## src/rtl/fp_add_arb_pkg.sv

```systemverilog
// fp_add_arb_pkg: shared constants for the FP adder arbiter slice.
//   FP_ADD_LATENCY - cycles from fpu_start high to fpu_done high on the shared adder
//   ST_*           - per-requester sequencer states
//   clog2_min1     - index width helper that never returns 0
package fp_add_arb_pkg;

  localparam int unsigned FP_ADD_LATENCY = 5;

  localparam logic [1:0] ST_IDLE = 2'd0;
  localparam logic [1:0] ST_BUSY = 2'd1;
  localparam logic [1:0] ST_RESP = 2'd2;

  function automatic int unsigned clog2_min1(input int unsigned n);
    return (n > 1) ? $clog2(n) : 1;
  endfunction

endpackage

```

## src/rtl/rr_arbiter.sv

```systemverilog
// rr_arbiter: combinational round-robin arbiter.
//   req   in  N      request vector
//   ptr   in  PTR_W  highest-priority index this cycle (must be < N)
//   grant out N      one-hot grant, zero when no request
module rr_arbiter
  import fp_add_arb_pkg::*;
#(
  parameter int unsigned N     = 4,
  parameter int unsigned PTR_W = clog2_min1(N)
) (
  input  logic [N-1:0]     req,
  input  logic [PTR_W-1:0] ptr,
  output logic [N-1:0]     grant
);

  logic             found;
  logic [PTR_W-1:0] idx;
  int unsigned      pos;

  // Walk from ptr upward with wrap; first requester found wins.
  always_comb begin
    grant = '0;
    found = 1'b0;
    idx   = '0;
    pos   = 0;
    for (int unsigned off = 0; off < N; off++) begin
      pos = 32'(ptr) + off;
      if (pos >= N) pos = pos - N;
      idx = PTR_W'(pos);
      if (!found && req[idx]) begin
        grant[idx] = 1'b1;
        found      = 1'b1;
      end
    end
  end

endmodule

```

## src/rtl/fp_add_arb.sv

```systemverilog
// fp_add_arb: shares one pipelined FP adder between N_REQ requesters.
//   req_valid/req_ready/req_op_a/req_op_b - per-requester operand handshake (packed lanes)
//   rsp_valid/rsp_ready/rsp_res           - per-requester one-entry result register
//   fpu_start/fpu_op_a/fpu_op_b           - registered issue to the adder
//   fpu_done/fpu_res                      - adder result return
//   inflight                              - ops issued and not yet captured
//   err                                   - sticky: fpu_done disagreed with the tag line
module fp_add_arb
  import fp_add_arb_pkg::*;
#(
  parameter int unsigned DATA_W  = 32,
  parameter int unsigned N_REQ   = 4,
  parameter int unsigned LATENCY = FP_ADD_LATENCY
) (
  input  logic                      clk,
  input  logic                      rst,
  input  logic [N_REQ-1:0]          req_valid,
  output logic [N_REQ-1:0]          req_ready,
  input  logic [N_REQ*DATA_W-1:0]   req_op_a,
  input  logic [N_REQ*DATA_W-1:0]   req_op_b,
  output logic [N_REQ-1:0]          rsp_valid,
  input  logic [N_REQ-1:0]          rsp_ready,
  output logic [N_REQ*DATA_W-1:0]   rsp_res,
  output logic                      fpu_start,
  output logic [DATA_W-1:0]         fpu_op_a,
  output logic [DATA_W-1:0]         fpu_op_b,
  input  logic                      fpu_done,
  input  logic [DATA_W-1:0]         fpu_res,
  output logic [$clog2(N_REQ+1)-1:0] inflight,
  output logic                      err
);

  localparam int unsigned ID_W  = clog2_min1(N_REQ);
  localparam int unsigned CNT_W = $clog2(N_REQ+1);

  logic [ID_W-1:0]         ptr_q, ptr_d;
  logic [1:0]              state_q [N_REQ];
  logic [1:0]              state_d [N_REQ];
  logic [N_REQ-1:0]        eligible, grant;
  logic                    any_grant;
  logic [ID_W-1:0]         gnt_id;
  logic                    fpu_start_q, fpu_start_d;
  logic [DATA_W-1:0]       op_a_q, op_a_d, op_b_q, op_b_d;
  logic [ID_W-1:0]         iss_id_q, iss_id_d;
  logic [LATENCY-1:0]      tag_v_q, tag_v_d;
  logic [ID_W-1:0]         tag_id_q [LATENCY];
  logic [ID_W-1:0]         tag_id_d [LATENCY];
  logic                    tag_out_v;
  logic [ID_W-1:0]         tag_out_id;
  logic [N_REQ*DATA_W-1:0] rsp_res_q, rsp_res_d;
  logic [CNT_W-1:0]        inflight_q, inflight_d;
  logic                    err_q, err_d;

  // Only idle requesters compete; nothing is granted while in reset.
  always_comb begin
    eligible = '0;
    for (int unsigned i = 0; i < N_REQ; i++)
      eligible[i] = req_valid[i] && (state_q[i] == ST_IDLE) && !rst;
  end

  rr_arbiter #(.N(N_REQ), .PTR_W(ID_W)) u_arb (
    .req   (eligible),
    .ptr   (ptr_q),
    .grant (grant)
  );

  // One-hot grant to index.
  always_comb begin
    gnt_id = '0;
    for (int unsigned i = 0; i < N_REQ; i++)
      if (grant[i]) gnt_id = ID_W'(i);
  end

  assign any_grant  = |grant;
  assign tag_out_v  = tag_v_q[LATENCY-1];
  assign tag_out_id = tag_id_q[LATENCY-1];

  // Pointer, issue registers, tag line, counters and error flag.
  always_comb begin
    ptr_d       = ptr_q;
    fpu_start_d = any_grant;
    op_a_d      = op_a_q;
    op_b_d      = op_b_q;
    iss_id_d    = iss_id_q;
    inflight_d  = inflight_q;
    err_d       = err_q | (tag_out_v != fpu_done);
    if (any_grant) begin
      ptr_d    = (32'(gnt_id) == N_REQ - 1) ? '0 : ID_W'(32'(gnt_id) + 1);
      op_a_d   = req_op_a[32'(gnt_id)*DATA_W +: DATA_W];
      op_b_d   = req_op_b[32'(gnt_id)*DATA_W +: DATA_W];
      iss_id_d = gnt_id;
    end
    // Stage 0 loads alongside the issue pulse so the last stage lines up with fpu_done.
    tag_v_d[0]  = fpu_start_q;
    tag_id_d[0] = iss_id_q;
    for (int unsigned s = 1; s < LATENCY; s++) begin
      tag_v_d[s]  = tag_v_q[s-1];
      tag_id_d[s] = tag_id_q[s-1];
    end
    case ({any_grant, tag_out_v})
      2'b10:   inflight_d = inflight_q + CNT_W'(1);
      2'b01:   inflight_d = inflight_q - CNT_W'(1);
      default: inflight_d = inflight_q;
    endcase
  end

  // Per-requester sequencer and response capture; capture trusts the tag line.
  always_comb begin
    rsp_res_d = rsp_res_q;
    for (int unsigned i = 0; i < N_REQ; i++) begin
      state_d[i] = state_q[i];
      case (state_q[i])
        ST_IDLE: if (grant[i]) state_d[i] = ST_BUSY;
        ST_BUSY: if (tag_out_v && (tag_out_id == ID_W'(i))) begin
          state_d[i] = ST_RESP;
          rsp_res_d[i*DATA_W +: DATA_W] = fpu_res;
        end
        ST_RESP: if (rsp_ready[i]) state_d[i] = ST_IDLE;
        default: state_d[i] = ST_IDLE;
      endcase
    end
  end

  always_ff @(posedge clk) begin
    if (rst) begin
      ptr_q       <= '0;
      fpu_start_q <= 1'b0;
      op_a_q      <= '0;
      op_b_q      <= '0;
      iss_id_q    <= '0;
      tag_v_q     <= '0;
      rsp_res_q   <= '0;
      inflight_q  <= '0;
      err_q       <= 1'b0;
      for (int unsigned s = 0; s < LATENCY; s++) tag_id_q[s] <= '0;
      for (int unsigned i = 0; i < N_REQ; i++) state_q[i] <= ST_IDLE;
    end else begin
      ptr_q       <= ptr_d;
      fpu_start_q <= fpu_start_d;
      op_a_q      <= op_a_d;
      op_b_q      <= op_b_d;
      iss_id_q    <= iss_id_d;
      tag_v_q     <= tag_v_d;
      rsp_res_q   <= rsp_res_d;
      inflight_q  <= inflight_d;
      err_q       <= err_d;
      for (int unsigned s = 0; s < LATENCY; s++) tag_id_q[s] <= tag_id_d[s];
      for (int unsigned i = 0; i < N_REQ; i++) state_q[i] <= state_d[i];
    end
  end

  always_comb begin
    rsp_valid = '0;
    for (int unsigned i = 0; i < N_REQ; i++)
      rsp_valid[i] = (state_q[i] == ST_RESP);
  end

  assign req_ready = grant;
  assign rsp_res   = rsp_res_q;
  assign fpu_start = fpu_start_q;
  assign fpu_op_a  = op_a_q;
  assign fpu_op_b  = op_b_q;
  assign inflight  = inflight_q;
  assign err       = err_q;

endmodule

```

## config.mk

```make
export PLATFORM = sky130hd
export DESIGN_NAME = fp_add_arb
export DESIGN_NICKNAME = d
export VERILOG_FILES = /design/src/rtl/fp_add_arb_pkg.sv /design/src/rtl/rr_arbiter.sv /design/src/rtl/fp_add_arb.sv
export SDC_FILE = /design/constraint.sdc
export NUM_CORES = 1
export LEC_CHECK = 0
export BUFFER_PORTS_ARGS = -buffer_cell sky130_fd_sc_hd__buf_4
export CELL_PAD_IN_SITES_DETAIL_PLACEMENT = 1
export CELL_PAD_IN_SITES_GLOBAL_PLACEMENT = 2
export CORE_AREA = 2 2 214 216
export CTS_CLUSTER_DIAMETER = 200
export DETAILED_ROUTE_END_ITERATION = 10
export DIE_AREA = 0 0 216 218
export GPL_TIMING_DRIVEN = 1
export PLACE_DENSITY = 0.73
export SETUP_SLACK_MARGIN = 0.3
export SLEW_MARGIN = 15
export SYNTH_ARGS = -nofsm -noshare
export SYNTH_HDL_FRONTEND = slang
export SYNTH_SLANG_ARGS = --single-unit
```

## constraint.sdc

```tcl
create_clock -name clk -period 4.54 [get_ports clk]
set_input_delay 0.681 -clock clk [delete_from_list [all_inputs] [get_ports clk]]
set_output_delay 0.681 -clock clk [all_outputs]
set_load 0.02 [all_outputs]
```

# Word-level counts from Yosys, hierarchy flattened
# Memories as Yosys holds them, arrays and structs flattened.
# Index checks and enable logic that the tools add are counted.
[word_totals]
inputBits = 299
wordCells = 160
register_bits = 206
n_memories = 2
mem_bits_rw = 18
output_inout_bits = 205
[mem_list]
columns = ["name", "depth", "word_bits", "read_ports", "rd_ports_with_merged_regs", "wr", "line", "source"]
rows = [
  ["tag_id_q", 5, 2, 5, 0, 5, "fp_add_arb.sv:46", "logic [ID_W-1:0] tag_id_q [LATENCY];"],
  ["state_q", 4, 2, 4, 0, 4, "fp_add_arb.sv:37", "logic [1:0] state_q [N_REQ];"],
]
[op_classes]
reduce_logical = 34
shifts = 2
n_lt_le_gt_ge = 12
bitwise = 13
n_addsub = 10
mux = 60
n_eq_ne = 15
[ops]
columns = ["op", "n"]
rows = [
  ["variable part select 128 x 8 -> 32 bit", 2],
  ["2-to-1 mux 2 bit", 28],
  ["one-hot mux 2 bit (3 select lines)", 4],
  ["logical AND 1 bit", 19],
  ["equality test 2 bit, second input constant", 8],
  ["2-to-1 mux 4 bit", 4],
  ["2-to-1 mux 1 bit", 15],
  ["equality test 2 x 1 -> 1 bit, second input constant", 6],
  ["< comparator 2 x 3 -> 1 bit, second input constant", 4],
  ["bitwise OR 4 bit", 3],
  ["logical NOT 2 bit", 5],
  ["bitwise OR 1 bit", 10],
  ["greater-or-equal comparator 3 bit, second input constant", 3],
  ["binary-select mux 1 bit (select 2 bit)", 4],
  ["demux 1 bit (select 2 bit)", 4],
  ["greater-or-equal comparator 2 x 1 -> 1 bit, second input constant", 4],
  ["AND reduction 2 bit", 4],
  ["subtractor 2 x 1 -> 2 bit, second input constant", 4],
  ["adder 2 x 2 -> 3 bit, second input constant", 2],
  ["one-hot mux 3 bit (2 select lines)", 1],
  ["logical NOT 1 bit", 4],
  ["OR reduction 4 bit", 1],
  ["adder 2 x 1 -> 3 bit, second input constant", 1],
  ["adder 3 x 1 -> 3 bit, second input constant", 1],
  ["5 further kinds", 5],
]

# Depth between registers and ports, before layout
# Gate-level depths: netlist (run 1).
# An unclocked memory read counts as a cell.
[depth]
depth_word = 21
mapped_depth = 14
depth_no_buf = 13

# By module
# From an unflattened synthesis (run 1), not the netlist that was laid out.
[unflattened]
hier_cells = 1112
hier_area_um2 = 10557.6
[modules_own_cells]
columns = ["module", "cells_each", "n_inst", "seq_area_each_um2", "area_each_um2"]
rows = [
  ["fp_add_arb", 1082, 1, 4484.3, 10254.8],
  ["rr_arbiter", 30, 1, 0.0, 302.8],
]

# Worst setup path after synthesis (run 1)
# OpenSTA, ideal clock, no wires.
[synth_path]
path_type = "in2reg"
startpoint = "in rst"
endpoint = "reg inflight_q[2], in the netlist inflight[2]"
t_arrival_ns = 4.314
path_stages = 14
setup_slack_ns = 0.156
n_path_buf = 2
setup_time_ns = 0.070
required_ns = 4.470
cell_sequence = "buf_2 > or4b_4 > mux4_2 > o21a_1 > a21o_1 > or4_4 > nor3_4 > buf_2 > ha_1 > inv_1 > fa_1 > xor2_1 > or3_1 > a21oi_1"
[synth_via]
elab_chain_len = 17
word_cells_on_any_way = 34
classes_between = "eq/ne (2); mux (16); bitwise (3); reduce/logical (13)"
[synth_rtl]
columns = ["element", "line", "source"]
rows = [
  ["from (decl)", "fp_add_arb.sv:16", "input logic rst,"],
  ["logical NOT 1 bit", "fp_add_arb.sv:58", "eligible[i] = req_valid[i] && (state_q[i] == ST_IDLE) && !rst;"],
  ["logical AND 1 bit", "fp_add_arb.sv:58", ""],
  ["binary-select mux 1 bit (select 2 bit)", "rr_arbiter.sv:30", "if (!found && req[idx]) begin"],
  ["2-to-1 mux 1 bit (not written as such)", "rr_arbiter.sv:30", ""],
  ["2-to-1 mux 1 bit", "rr_arbiter.sv:30", ""],
  ["logical NOT 1 bit", "rr_arbiter.sv:30", ""],
  ["logical AND 1 bit", "rr_arbiter.sv:30", ""],
  ["2-to-1 mux 1 bit", "rr_arbiter.sv:30", ""],
  ["logical NOT 1 bit", "rr_arbiter.sv:30", ""],
  ["logical AND 1 bit", "rr_arbiter.sv:30", ""],
  ["2-to-1 mux 1 bit", "rr_arbiter.sv:30", ""],
  ["logical NOT 1 bit", "rr_arbiter.sv:30", ""],
  ["logical AND 1 bit", "rr_arbiter.sv:30", ""],
  ["2-to-1 mux 4 bit", "rr_arbiter.sv:30", ""],
  ["OR reduction 4 bit", "fp_add_arb.sv:74", "assign any_grant = |grant;"],
  ["equality test 2 x 1 -> 1 bit or equality test 2 bit (tied branches)", "fp_add_arb.sv:100", "case ({any_grant, tag_out_v})"],
  ["one-hot mux 3 bit (2 select lines) or nonzero test 2 bit (tied branches)", "--", ""],
  ["to (signal assigned)", "fp_add_arb.sv:145", "inflight_q <= inflight_d;"],
  ["to (decl)", "fp_add_arb.sv:51", "logic [CNT_W-1:0] inflight_q, inflight_d;"],
]
# Parallel ways exist; a longest one is shown, timed or not. The select of a mux whose other input is x is not followed.
# A chain may end at the register's enable or synchronous reset.

# Worst setup path in the final report (run 1)
[layout_path]
startpoint = "reg ptr_q[0]"
endpoint = "reg inflight_q[2], in the netlist inflight[2]"
[layout_via]
elab_chain_len = 17
word_cells_on_any_way = 64
classes_between = "add/sub (7); order compare (12); eq/ne (2); mux (28); bitwise (3); reduce/logical (12)"
[layout_rtl]
columns = ["element", "line", "source"]
rows = [
  ["from (decl)", "fp_add_arb.sv:36", "logic [ID_W-1:0] ptr_q, ptr_d;"],
  ["from (signal assigned)", "fp_add_arb.sv:138", "ptr_q <= ptr_d;"],
  ["parallel branches: the longest is 13 deep, another holds adder 2 x 1 -> 3 bit", "--", ""],
  ["2-to-1 mux 4 bit (*)", "rr_arbiter.sv:30", ""],
  ["OR reduction 4 bit (*)", "fp_add_arb.sv:74", ""],
  ["equality test 2 x 1 -> 1 bit or equality test 2 bit (tied branches)", "fp_add_arb.sv:100", ""],
  ["one-hot mux 3 bit (2 select lines) or nonzero test 2 bit (tied branches)", "--", ""],
]
# Mark *: on every way between the ends. The select of a mux whose other input is x is not followed.

==> results of run 1 <==
-- per-layer routing --
metal	global-route usage, %	wire [um]
met3	5.16	3710
met1	21.7	18200
met4	7.10	1430
met5	0	26
met2	32.2	22600
-- power groups by stage --
stage	sequential (mW)	clock [mW]	combinational, mW
after CTS	2.52	2.56	4.11
after floorplan	2.86	0	2.43
final	2.52	2.47	4.03
after detailed placement	2.55	0	4.09
after global routing	2.56	2.64	4.33
after global placement	2.54	0	4.05
-- registers in the layout, indices dropped and copies added (netlist names) --
| register | count |
|---|---|
| err | 1 |
| fpu_op_a | 32 |
| fpu_op_b | 32 |
| fpu_start | 1 |
| inflight | 3 |
| iss_id_q | 2 |
| ptr_q | 2 |
| rsp_res | 128 |
| state_q | 8 |
| tag_id_q | 10 |
| tag_v_q | 5 |
-- kinds of logic after synthesis --
group	synth area share [%]
XOR/XNOR	0.257
AO/OA/AOI/OAI	22.4
multiplexers	6.93
buffers and inverters	6.99
adder cells (fa/ha/maj)	1.30
flip-flops	43.9
AND/OR/NAND/NOR	18.3
-- critical path, cell delays in order, from the launching register on --
cell and delay (ns):
dfxtp_1 0.53, inv_1 0.25, ha_1 0.42, mux4_2 0.31
nor2_1 0.10, a211o_1 0.35, or4_4 0.48, nor3_4 0.30
ha_4 0.18, inv_1 0.05, fa_2 0.34, xor2_1 0.16
or3_1 0.31, a21oi_1 0.14
-- cell usage in the layout, fill, tap and decap left out, drive strengths merged, types with 2 or more instances in the layout --
cell type	n
o32ai	64
nor2	17
and3b	4
inv	74
and3	4
diode	7
a31oi	3
or4b	4
o21ai	3
and2	2
a21o	2
nand2b	4
mux2i	64
o211a	3
or3	3
dfxtp	224
a21oi	137
mux4	3
nand2	261
nor4b	5
buf	522
clkbuf	39
nor2b	83
a211oi	2
a221oi	64
ha	9
xor2	3
bufinv	5
nor3	4
a2111oi	5
a22o	2
nand3b	4
clkinv	7
nand3	2
o21a	3
-- cell type report --
class	count	share of cell area (%)
multi-input combinational	774	32.5
clock inverter	13	1.24
timing repair buffer	522	25.6
sequential	224	28.7
tap	600	4.81
antenna	7	0.112
inverter	73	1.75
clock buffer	39	5.27
-- stage by stage --
stage          util (%)  total power [mW]
6_report           34.8              9.02
5_1_grt            34.8              9.54
4_1_cts            34.7              9.18
2_1_floorplan         -              5.29
3_5_place_dp       32.5              6.64
3_3_place_gp       32.5              6.59
-- worst max-delay path by stage --
| stage | startpoint | to | slack (ns) | cells after the start |
|---|---|---|---|---|
| 3_3_place_gp | rst | inflight[2] | 0.24 | 13 |
| 4_1_cts | state_q[0][0] | inflight[2] | 0.54 | 12 |
| 5_1_grt | ptr_q[0] | inflight[2] | 0.36 | 13 |
| 2_1_floorplan | rst | inflight[2] | 0.31 | 14 |
| 3_5_place_dp | rst | inflight[2] | 0.16 | 13 |
| 6_report | ptr_q[0] | inflight[2] | 0.56 | 13 |
==> results.cfg, run 1 <==
[hold_path]
min_from = rst
hp-class = input pin to flip-flop
whs_path_depth = 2
hold_end = state_q[3][0]

[sta]
setup_tns_ns = 0
tightestPinTransition_ns = 1.00
finalSetupViolCount = 0
timing_hold_violations_final = 0
period_share_pct = 87.7
holdWs_ns = 0.388
period_needed_ns = 3.98
rsz0062_at_grt = false
fmax_ghz = 0.251
setup_slack_ns = 0.558
slew_headroom_pct = 33.3
fin_skew_ns = 0.0181
report.final.slew_viol_count = 0

[flow_run]
cap_violations = 0

[worst_setup_path]
crit_fanout = 8
reg2reg_to = inflight[2]
cp.required_ns = 5.02
r2r_cells = 13
endpoint_kind = flip-flop
arrival_ns = 4.46
r2r_slack_ns = 0.56
crit_type = flip-flop to flip-flop
r2r-start = ptr_q[0]
startpoint_type = flip-flop

[synth]
synth.avg_cell_area_um2 = 8.77
synth_most_common_cell = nand2_1
ys_warn_count = 0
yosysUniqueCellTypes = 50
synth.cell_area_um2 = 10200
async_flop_share_pct = 0
synth_area_leaders = dfxtp_1 44%, nand2_1 9.6%, a21oi_1 6.7%
synth_edf_count = 0
syn_inst = 1166
yosysTopAreaCellShare_pct = 43.9
yosysTopAreaCell = dfxtp_1
yosys-top-cells-count = 261 x nand2_1, 224 x dfxtp_1, 136 x a21oi_1
syn_nets = 1475
synth-main-ff-cell = dfxtp_1
ys_seq_area_share_pct = 43.9
synth-seq-cells = 224

[clocking]
clk_latency_ns = 0.56
cts_setup_buffers = 0
cts_resized = 0
cts.htree.levels = 1
cts_buffers = 28
clkSlewWorstSetupHoldPaths_ns = 0.06
root_buffer = clkbuf_16
cts_tree = built
clkSinkCount = 224
hold_buffers = 0
clockBufferDepth = 3

[pwr]
switchingPower_mw = 3.51
pwr-share-seq_pct = 27.9
powerDensity_nw_per_um2 = 578
leakagePower_nw = 6.85
power.share.switching_pct = 38.9
pwr-share-clk_pct = 27.4
peakVddDrop_mv = 0.491
p_int_mw = 5.51
power_frac_comb_pct = 44.7

[global_routing]
grt_overflow = 0
grt_pass1_vias = 10800
grt_pass1_wl_um = 67100
grt_max_degree = 92
grtUsageTotal_pct = 18.5
antenna_found_initial = 9

[place]
post-place-ws_ns = 0.163
placed_area_um2 = 14600
post-place-cells = 2193
port_buffers = 503
dp_hpwl_um = 33200
gp_congestion = 0.799

[floorplan]
row_count = 78
fp.dieW_um = 216
dieArea_um2 = 47100
ioPinCount = 504
initial_core_util_pct = 22.8
die_y_um = 218
core_area_um2 = 44900

[cells_and_area]
nNetsFinal = 1932
syn_to_final_growth_pct = 52.8
stdcell_count = 2252
drive_above_1_share_pct = 38.2
regArea_um2 = 4480
final_area_um2 = 15600
multi_input_area_um2 = 5080
nFillCells = 5323

[detailed_routing]
vias_per_cell = 4.65
wire_per_inst_um = 20.4
via_count = 10500
first_pass_iters = 4
routed_wl_um = 45900
ant_nets = 0
drt-initial-drc-count = 421
drc = 0

[outcome]
outcome = complete, no violations
Note: power is estimated with default switching activity, not from simulation.
==> run 2, diff against run 1 <==
--- a/config.mk
+++ b/config.mk
@@ -5,15 +5,15 @@
 export SDC_FILE = /design/constraint.sdc
 export NUM_CORES = 1
 export LEC_CHECK = 0
-export BUFFER_PORTS_ARGS = -buffer_cell sky130_fd_sc_hd__buf_4
 export CELL_PAD_IN_SITES_DETAIL_PLACEMENT = 1
 export CELL_PAD_IN_SITES_GLOBAL_PLACEMENT = 2
-export CORE_AREA = 2 2 214 216
+export CORE_AREA = 2 2 196 198
 export CTS_CLUSTER_DIAMETER = 200
 export DETAILED_ROUTE_END_ITERATION = 10
-export DIE_AREA = 0 0 216 218
+export DIE_AREA = 0 0 198 200
+export DONT_BUFFER_PORTS = 1
 export GPL_TIMING_DRIVEN = 1
-export PLACE_DENSITY = 0.73
+export PLACE_DENSITY = 0.64
 export SETUP_SLACK_MARGIN = 0.3
 export SLEW_MARGIN = 15
 export SYNTH_ARGS = -nofsm -noshare
==> results.cfg, run 2 (same netlist as run 1, synthesis figures left out) <==
[clocking]
clockBufferDepth = 3
cts_setup_buffers = 0
clkSlewWorstSetupHoldPaths_ns = 0.06
cts.htree.levels = 1
clk_latency_ns = 0.55
clkSinkCount = 224
cts_tree = built
cts_buffers = 28
root_buffer = clkbuf_16

[global_routing]
grtUsageTotal_pct = 17.8
grt_pass1_vias = 8594
antenna_found_initial = 4
grt_util_met1_pct = 20.0
grt_overflow = 0
grt_pass1_wl_um = 54200
busiest_layer = met2
grt_use_met3_pct = 6.40
met2_usage_pct = 31.3
grt_max_degree = 230

[place]
placed_area_um2 = 10700
gp_congestion = 0.822
dp_hpwl_um = 26400
port_buffers = 0
post-place-ws_ns = 0.240

[worst_setup_path]
r2r_cells = 13
crit_type = flip-flop to output port
endpoint_kind = output port
max_stage_delay_ns = 0.52
crit_fanout = 14
reg2reg_to = inflight[2]
startpoint_type = flip-flop
cp_top_family = simple AND/OR/NAND/NOR gates
arrival_ns = 3.31
cpMaxStageDelayCell = a2111oi_0
r2r_slack_ns = 0.57
path_buf_inv = 1
r2r-start = ptr_q[0]
cp_cell_sequence = inv_1, ha_1, or3_1, a2111oi_0, a211o_1, or3_2
cp.required_ns = 3.86

[detailed_routing]
drt-initial-drc-count = 328
drc = 0
wire_per_inst_um = 23.0
routed_wl_um = 38000
ant_nets = 0
first_pass_iters = 4
vias_per_cell = 5.16
via_count = 8523

[sta]
finalSetupViolCount = 0
fmax_ghz = 0.250
setup_tns_ns = 0
holdWs_ns = 0.227
timing_hold_violations_final = 0
report.final.slew_viol_count = 0
slew_headroom_pct = 54.7
tightestPinTransition_ns = 0.678
setup_slack_ns = 0.546
period_share_pct = 88.0
rsz0062_at_grt = false
fin_skew_ns = 0.0207
period_needed_ns = 3.99

[floorplan]
core_area_um2 = 37400
die_y_um = 200
dieArea_um2 = 39600
row_count = 71
initial_core_util_pct = 27.3
fp.dieW_um = 198
ioPinCount = 504

[pwr]
powerDensity_nw_per_um2 = 704
finalPower_mw = 8.20
peakVddDrop_mv = 0.602
leakagePower_nw = 4.28

[cells_and_area]
final_common_cell = nand2_1
final_area_um2 = 11700
nFillCells = 4318
syn_to_final_growth_pct = 14.0
final_cell_mix = 261 x nand2_1, 224 x dfxtp_1, 136 x a21oi_1
drive_above_1_share_pct = 10.6
largest_reg_flops = 128
nNetsFinal = 1427

[hold_path]
whs_path_depth = 1
hold_end = tag_v_q[1]
min_from = rst
hp-class = input pin to flip-flop

[flow_run]
cap_violations = 0

[outcome]
outcome = complete, no violations
[run 2: cell count changes in the layout (fill, tap and decap cells not counted), sizes merged]
cell      before  now
buf          522   17
diode          7    4
clkbuf        39   37
clkinvlp       0    2
bufinv         5    4
clkinv         7    6
inv           74   73
[run 2: report_power, final]
part           leakage (nW)  total [mW]  internal (mW)  switching, mW
registers              1.83        2.98           2.32          0.652
logic                  1.97        2.86           1.13           1.73
clock network         0.478        2.37           1.47          0.901
total                  4.28        8.20           4.92           3.28
[run 2: worst max path at each step]
stage	start	endpoint	slack, ns	depth (start not counted)
floorplan	rst	inflight[2]	0.31	14
global placement	rst	inflight[2]	0.34	12
detailed placement	rst	inflight[2]	0.24	12
CTS	state_q[1][1]	req_ready[2]	0.41	7
global route	ptr_q[0]	req_ready[2]	0.33	8
finish	ptr_q[0]	req_ready[3]	0.55	6
[run 2: what timing repair did]
item                                    in CTS  in global routing
hold buffers                                 0                  0
gates resized for setup                      0                  2
endpoints found under the setup margin       0                  2
[run 2: per-layer routing]
layer / up-vias / share of wire [%]
met5: - / 0.034
met4: 2 / 3.0
met3: 59 / 9.2
met2: 326 / 49
met1: 4147 / 38
li1: 3989 / -
[run 2: area by class of cell]
| type | count | area [um2] | share of cell area [%] |
|---|---|---|---|
| multi-input combinational | 774 | 5080 | 43.6 |
| tap | 511 | 639 | 5.49 |
| clock buffer | 37 | 806 | 6.92 |
| clock inverter | 12 | 173 | 1.48 |
| antenna | 4 | 10.0 | 0.0859 |
| inverter | 73 | 274 | 2.35 |
| sequential | 224 | 4480 | 38.5 |
| timing repair buffer | 17 | 190 | 1.63 |
[run 2: worst register-to-register path, delay by kind of cell (launching register included)]
family                     cells  cell delay (ns)
muxes                          1             0.39
xor gates and xnor gates       1             0.15
DFF                            1             0.49
adders and majority gates      3             0.94
AOI/OAI and AO/OA              3             0.47
buffers and inverters          2             0.30
and+or+nand+nor                3             1.13
[run 2: through the flow]
stage,instances,util (%)
after global placement,1599,28.5
after global routing,1651,31.1
final,1652,31.2
after floorplan,1166,-
after detailed placement,1599,28.5
after CTS,1648,31.1
